--- src/rtl/exec_pkg.sv ---
// Shared types and widths for the three-operand execute sequencer.
package exec_pkg;

    localparam int unsigned WIDTH     = 16;
    localparam int unsigned REG_AW    = 3;
    localparam int unsigned STATUS_W  = 3;

    typedef enum logic [2:0] {
        S_IDLE   = 3'd0,
        S_READ_A = 3'd1,
        S_READ_B = 3'd2,
        S_EXEC   = 3'd3,
        S_WB     = 3'd4
    } state_t;

    typedef enum logic [1:0] {
        OP_ADD = 2'b00,
        OP_SUB = 2'b01,
        OP_AND = 2'b10,
        OP_MVN = 2'b11
    } op_t;

    typedef enum logic [1:0] {
        SH_NONE = 2'b00,
        SH_LSL  = 2'b01,
        SH_LSR  = 2'b10,
        SH_ASR  = 2'b11
    } shift_t;

endpackage

--- src/rtl/exec_sequencer_if.sv ---
// Request handshake, register-file port and result signals of the sequencer.
interface exec_sequencer_if;
    import exec_pkg::*;

    logic                  req_valid;
    logic                  req_ready;
    logic [1:0]            req_op;
    logic [1:0]            req_shift;
    logic [REG_AW-1:0]     req_rn;
    logic [REG_AW-1:0]     req_rm;
    logic [REG_AW-1:0]     req_rd;
    logic                  req_wb;
    logic [REG_AW-1:0]     rf_readnum;
    logic [WIDTH-1:0]      rf_data_out;
    logic [REG_AW-1:0]     rf_writenum;
    logic                  rf_write;
    logic [WIDTH-1:0]      rf_data_in;
    logic [WIDTH-1:0]      result;
    logic [STATUS_W-1:0]   status;
    logic                  done;

    modport slave (
        input  req_valid, req_op, req_shift, req_rn, req_rm, req_rd, req_wb, rf_data_out,
        output req_ready, rf_readnum, rf_writenum, rf_write, rf_data_in, result, status, done
    );

    modport master (
        output req_valid, req_op, req_shift, req_rn, req_rm, req_rd, req_wb, rf_data_out,
        input  req_ready, rf_readnum, rf_writenum, rf_write, rf_data_in, result, status, done
    );

endinterface

--- src/rtl/exec_alu.sv ---
// Combinational one-bit shifter on B, 4-op ALU and {Z,N,V} flag generation.
module exec_alu
    import exec_pkg::*;
(
    input  logic [WIDTH-1:0]    i_a,
    input  logic [WIDTH-1:0]    i_b,
    input  op_t                 i_op,
    input  shift_t              i_shift,
    output logic [WIDTH-1:0]    o_value,
    output logic [STATUS_W-1:0] o_status
);

    logic [WIDTH-1:0] w_bsh;
    logic [WIDTH-1:0] w_val;
    logic             w_v;

    always_comb begin
        w_bsh = i_b;
        case (i_shift)
            SH_LSL:  w_bsh = {i_b[WIDTH-2:0], 1'b0};
            SH_LSR:  w_bsh = {1'b0, i_b[WIDTH-1:1]};
            SH_ASR:  w_bsh = {i_b[WIDTH-1], i_b[WIDTH-1:1]};
            default: w_bsh = i_b;
        endcase
    end

    // Overflow: operands of like sign (after negating B for SUB) giving a result of the other sign.
    always_comb begin
        w_val = '0;
        w_v   = 1'b0;
        case (i_op)
            OP_ADD: begin
                w_val = i_a + w_bsh;
                w_v   = (i_a[WIDTH-1] == w_bsh[WIDTH-1]) && (w_val[WIDTH-1] != i_a[WIDTH-1]);
            end
            OP_SUB: begin
                w_val = i_a - w_bsh;
                w_v   = (i_a[WIDTH-1] != w_bsh[WIDTH-1]) && (w_val[WIDTH-1] != i_a[WIDTH-1]);
            end
            OP_AND:  w_val = i_a & w_bsh;
            default: w_val = ~w_bsh;
        endcase
    end

    assign o_value  = w_val;
    assign o_status = {(w_val == '0), w_val[WIDTH-1], w_v};

endmodule

--- src/rtl/exec_sequencer.sv ---
// Multi-cycle read-A / read-B / execute / write-back sequencer around a shared register file.
module exec_sequencer
    import exec_pkg::*;
(
    input  logic             clk,
    input  logic             reset,
    exec_sequencer_if.slave  bus
);

    state_t              r_state;
    op_t                 r_op;
    shift_t              r_shift;
    logic [REG_AW-1:0]   r_rm;
    logic [REG_AW-1:0]   r_rd;
    logic                r_wb;
    logic [WIDTH-1:0]    r_a;
    logic [WIDTH-1:0]    r_b;
    logic [WIDTH-1:0]    r_c;
    logic [STATUS_W-1:0] r_status;
    logic                r_ready;
    logic [REG_AW-1:0]   r_readnum;
    logic [REG_AW-1:0]   r_writenum;
    logic                r_write;
    logic                r_done;

    logic [WIDTH-1:0]    w_value;
    logic [STATUS_W-1:0] w_status;

    exec_alu u_alu (
        .i_a      (r_a),
        .i_b      (r_b),
        .i_op     (r_op),
        .i_shift  (r_shift),
        .o_value  (w_value),
        .o_status (w_status)
    );

    // Outputs are loaded one state ahead so they are valid for the whole state they belong to.
    always_ff @(posedge clk) begin
        if (reset) begin
            r_state    <= S_IDLE;
            r_op       <= OP_ADD;
            r_shift    <= SH_NONE;
            r_rm       <= '0;
            r_rd       <= '0;
            r_wb       <= 1'b0;
            r_a        <= '0;
            r_b        <= '0;
            r_c        <= '0;
            r_status   <= '0;
            r_ready    <= 1'b1;
            r_readnum  <= '0;
            r_writenum <= '0;
            r_write    <= 1'b0;
            r_done     <= 1'b0;
        end else begin
            case (r_state)
                S_IDLE: begin
                    if (bus.req_valid) begin
                        r_op      <= op_t'(bus.req_op);
                        r_shift   <= shift_t'(bus.req_shift);
                        r_rm      <= bus.req_rm;
                        r_rd      <= bus.req_rd;
                        r_wb      <= bus.req_wb;
                        r_readnum <= bus.req_rn;
                        r_ready   <= 1'b0;
                        r_state   <= S_READ_A;
                    end
                end
                S_READ_A: begin
                    r_a       <= bus.rf_data_out;
                    r_readnum <= r_rm;
                    r_state   <= S_READ_B;
                end
                S_READ_B: begin
                    r_b       <= bus.rf_data_out;
                    r_readnum <= '0;
                    r_state   <= S_EXEC;
                end
                S_EXEC: begin
                    r_c        <= w_value;
                    r_status   <= w_status;
                    r_writenum <= r_rd;
                    r_write    <= r_wb;
                    r_done     <= 1'b1;
                    r_state    <= S_WB;
                end
                S_WB: begin
                    r_write <= 1'b0;
                    r_done  <= 1'b0;
                    r_ready <= 1'b1;
                    r_state <= S_IDLE;
                end
                default: r_state <= S_IDLE;
            endcase
        end
    end

    // Reset on the write-back edge must suppress the write and the completion pulse.
    assign bus.rf_write    = r_write && !reset;
    assign bus.done        = r_done && !reset;
    assign bus.req_ready   = r_ready;
    assign bus.rf_readnum  = r_readnum;
    assign bus.rf_writenum = r_writenum;
    assign bus.rf_data_in  = r_c;
    assign bus.result      = r_c;
    assign bus.status      = r_status;

endmodule

--- src/flat_wrapper.sv ---
// flat-port wrapper written by rule: the top's interface ports become plain ports
module exec_sequencer_flat import exec_pkg::*;
  (clk, reset, bus_req_valid, bus_req_op, bus_req_shift, bus_req_rn, bus_req_rm, bus_req_rd, bus_req_wb, bus_rf_data_out, bus_req_ready, bus_rf_readnum, bus_rf_writenum, bus_rf_write, bus_rf_data_in, bus_result, bus_status, bus_done);
  exec_sequencer_if bus_i ();
  input  logic clk;
  input  logic reset;
  input wire logic [$bits(bus_i.req_valid)-1:0] bus_req_valid;
  input wire logic [$bits(bus_i.req_op)-1:0] bus_req_op;
  input wire logic [$bits(bus_i.req_shift)-1:0] bus_req_shift;
  input wire logic [$bits(bus_i.req_rn)-1:0] bus_req_rn;
  input wire logic [$bits(bus_i.req_rm)-1:0] bus_req_rm;
  input wire logic [$bits(bus_i.req_rd)-1:0] bus_req_rd;
  input wire logic [$bits(bus_i.req_wb)-1:0] bus_req_wb;
  input wire logic [$bits(bus_i.rf_data_out)-1:0] bus_rf_data_out;
  output wire logic [$bits(bus_i.req_ready)-1:0] bus_req_ready;
  output wire logic [$bits(bus_i.rf_readnum)-1:0] bus_rf_readnum;
  output wire logic [$bits(bus_i.rf_writenum)-1:0] bus_rf_writenum;
  output wire logic [$bits(bus_i.rf_write)-1:0] bus_rf_write;
  output wire logic [$bits(bus_i.rf_data_in)-1:0] bus_rf_data_in;
  output wire logic [$bits(bus_i.result)-1:0] bus_result;
  output wire logic [$bits(bus_i.status)-1:0] bus_status;
  output wire logic [$bits(bus_i.done)-1:0] bus_done;
  assign bus_i.req_valid = bus_req_valid;
  assign bus_i.req_op = bus_req_op;
  assign bus_i.req_shift = bus_req_shift;
  assign bus_i.req_rn = bus_req_rn;
  assign bus_i.req_rm = bus_req_rm;
  assign bus_i.req_rd = bus_req_rd;
  assign bus_i.req_wb = bus_req_wb;
  assign bus_i.rf_data_out = bus_rf_data_out;
  assign bus_req_ready = bus_i.req_ready;
  assign bus_rf_readnum = bus_i.rf_readnum;
  assign bus_rf_writenum = bus_i.rf_writenum;
  assign bus_rf_write = bus_i.rf_write;
  assign bus_rf_data_in = bus_i.rf_data_in;
  assign bus_result = bus_i.result;
  assign bus_status = bus_i.status;
  assign bus_done = bus_i.done;
  exec_sequencer u_core (.clk(clk), .reset(reset), .bus(bus_i));
endmodule
--- config.mk ---
export PLATFORM = sky130hd
export DESIGN_NAME = exec_sequencer_flat
export DESIGN_NICKNAME = d
export VERILOG_FILES = /design/src/rtl/exec_pkg.sv /design/src/rtl/exec_sequencer_if.sv /design/src/rtl/exec_alu.sv /design/src/rtl/exec_sequencer.sv /design/src/flat_wrapper.sv
export SDC_FILE = /design/constraint.sdc
export NUM_CORES = 1
export LEC_CHECK = 0
export CAP_MARGIN = 20
export CORE_MARGIN = 2
export CORE_UTILIZATION = 55
export DETAILED_ROUTE_END_ITERATION = 8
export PLACE_DENSITY = 0.88
export SYNTH_ARGS = -nofsm -noshare
export SYNTH_HDL_FRONTEND = slang
export SYNTH_SLANG_ARGS = --single-unit
--- constraint.sdc ---
create_clock -name clk -period 4 [get_ports clk]
set_clock_uncertainty 0.1 [all_clocks]
set_input_delay 0.4 -clock clk [delete_from_list [all_inputs] [get_ports clk]]
set_output_delay 0.4 -clock clk [all_outputs]
set_load 0.03 [all_outputs]
==> impl_metrics.tcl <==
set metrics [dict create \
    ys_seq_area_share_pct 29.0 \
    grt_max_degree 51 \
    overflow 0 \
    power_leakage_nw 2.31 \
    first_global_vias 4719 \
    boundaryPins 77 \
    hold_ws_ps 363 \
    p_sw_mw 0.788 \
    drv_slew 0 \
    fmax_mhz 260 \
    rows 34 \
    synth_top_area_share_pct 29.0 \
    top_usage_layer "met2" \
    clk_latency_ps 350 \
    grt.total_usage_pct 28.9 \
    setup_violations 0 \
    met2_usage_pct 49.3 \
    post-place-cells 817 \
    rrSetupSlack_ps 160 \
    core_um2 8810 \
    period_needed_ps 3840 \
    gp_congestion 0.971 \
    detail_route.drc_violations 0 \
    wl_per_cell_um 17.2 \
    cts_setup_buffers 0 \
    sw_frac_of_total_pct 35.3 \
    die_y_um 99.8 \
    antenna_left 0 \
    cts_sinks 73 \
    synthArstFlopShare_pct 0 \
    power_density_nw_per_um2 366 \
    setup_slack_ps 155 \
    synthCells 670 \
    worst_ep_arrival_time_ps 4040 \
    area_growth_pct 20.8 \
    antenna_cells 0 \
    finalNetCount 790 \
    io_buffers 76 \
    ys_ff_latch 73 \
    antenna_found_initial 0 \
    initial_core_util_pct 57.3 \
    yosysTopAreaCell "dfxtp_1" \
    end_kind "flip-flop" \
    drt-initial-drc-count 392 \
    min_period_over_period_pct 96.1 \
    avgSynthCellArea_um2 7.53 \
    status "finished clean" \
    relSlewSlack_pct 24.3 \
    finalHoldViolations 0 \
    routed_wl_um 14300 \
    finish.utilization_pct 69.2 \
    power_frac_clock_pct 29.7 \
    clockBufferDepth 2 \
    grt.met1_usage_pct 37.2 \
    synth_cell_types 73 \
    path_class "reg -> reg" \
    path_clk_slew_ps 90 \
    first_pass_iters 5 \
    ctsHoldBuffers 0 \
    cp_data_required_time_ps 4190 \
    start_kind "flip-flop" \
    cap_violations 0 \
    cts_made_buffers 9 \
    worstHoldPathType "reg -> reg" \
    gr-usage-met3_pct 4.04 \
    power_frac_seq_pct 37.1 \
    drt-vias-per-instance 5.93 \
    synth_warnings 0 \
    cts-root-buf "clkbuf_8" \
    syn_nets 740 \
    cts_tree "done" \
    crit_fanout 5 \
    netlist_area_um2 5050 \
    postPlaceCellArea_um2 5830 \
    synth_edf_count 0 \
    final_layout_size_suffix_gt1_share_pct 9.66 \
    dp_hpwl_um 10600 \
    max_slew.worst_pin.slew_ps 1130 \
    post-place-ws_ps 9.86 \
    vdd_ir_drop_max_mv 0.243 \
    ys_top_cells_by_area "dfxtp_1, nand2_1, ha_1" \
    nFillCells 726 \
    p_comb_share_pct 33.2 \
    final_cell_area_um2 6100 \
    fin_tns_setup_ps 0 \
    finalPower_mw 2.23 \
    yosys_most_used_dff "dfxtp_1" \
    die_area_um2 9960 \
    p_int_mw 1.44 \
    grt_pass1_wl_um 22900 \
    cts_max_level 3 \
    fin_cells 833 \
    die_w_um 99.8 \
    vias 4943 \
]
## final timing paths
kind / from / to / cells past startpoint
max: u_core.r_shift[0] / u_core.bus.status[2] / 16
min: u_core.r_rm[2] / u_core.r_rm[2] / 2
max reg2reg: u_core.r_shift[0] / u_core.bus.status[2] / 16
min reg2reg: u_core.r_rm[2] / u_core.r_rm[2] / 2
## cell usage in the layout, fill, tap and decap left out, types with 7 or more instances in the layout
master,count
clkbuf_8,9
o21ai_0,20
nand2_1,128
a31oi_1,7
ha_1,32
a211oi_1,11
buf_4,22
o21ai_1,7
clkdlybuf4s50_1,75
dfxtp_1,72
a21oi_1,83
nor2_1,56
mux2i_1,20
inv_1,29
nor3_1,12
xnor2_1,13
## final cells by class
| cell class | instances | area (um^2) | share of cell area, % |
|---|---|---|---|
| Clock buffer | 10 | 128 | 2.09 |
| Clock inverter | 6 | 90.1 | 1.48 |
| Inverter | 32 | 120 | 1.97 |
| Multi-Input combinational cell | 505 | 3220 | 52.8 |
| Sequential cell | 73 | 1460 | 24.0 |
| Tap cell | 108 | 135 | 2.22 |
| Timing Repair Buffer | 99 | 941 | 15.4 |
## what timing repair did
action                                  4_1_cts  5_1_grt
endpoints found under the setup margin        0        3
resized for setup                             0       13
endpoints found under the hold margin         0        0
## metal layers
layer  share of wire [%]  vias up  wire length (um)
li1                    -     2398                 -
met1                  43     2323              6110
met2                  48      190              6900
met3                 6.2       32               892
met4                 2.7        0               388
met5                   0        -                 0
## state kept, by name (all words and copies together) (netlist names)
name                    count
u_core.r_a                 16
u_core.r_b                 16
u_core.bus.result          15
u_core.bus.rf_readnum       3
u_core.bus.rf_writenum      3
u_core.bus.status           3
u_core.r_rd                 3
u_core.r_rm                 3
u_core.r_state              3
u_core.r_op                 2
u_core.r_shift              2
u_core.bus.req_ready        1
u_core.r_done               1
u_core.r_wb                 1
u_core.r_write              1
## cell usage after synthesis, types with 12 or more instances
library cell and count:
ha_1 35, xnor2_1 13, mux2i_1 20, nand2_1 128, o21ai_0 22, clkbuf_1 29
inv_1 29, buf_4 17, a211oi_1 12, nor2_1 56, nor3_1 12, dfxtp_1 73
a21oi_1 84
## cells by family after synthesis
family                     Yosys count  synth area share, %
and+or+nand+nor                    242                 21.2
AOI/OAI and AO/OA                  181                 22.6
buffers and inverters               92                 8.48
DFF                                 73                 29.0
adders and majority gates           37                 9.47
muxes                               26                 5.98
xor gates and xnor gates            19                 3.30
## power groups by stage
stage                     Sequential (mW)  Combinational (mW)  Clock [mW]
after floorplan                     0.838               0.503           0
after global placement              0.839               0.712           0
after detailed placement            0.842               0.724           0
after CTS                           0.825               0.728       0.670
after global routing                0.834               0.811       0.699
final                               0.827               0.742       0.663
## worst max-delay path, cell delays in order, from the launching register on
cell and delay (ps):
dfxtp_2 420, mux2i_1 200, nor2_1 50, a21oi_1 210, inv_1 80, ha_1 320
a211oi_2 340, o21bai_2 150, buf_4 150, a21oi_1 280, o311ai_2 200, a31oi_1 240
xor2_1 150, o21ai_0 70, and3_1 180, or4b_1 520, o21ai_1 120
Power figures use the tool's default switching activity.
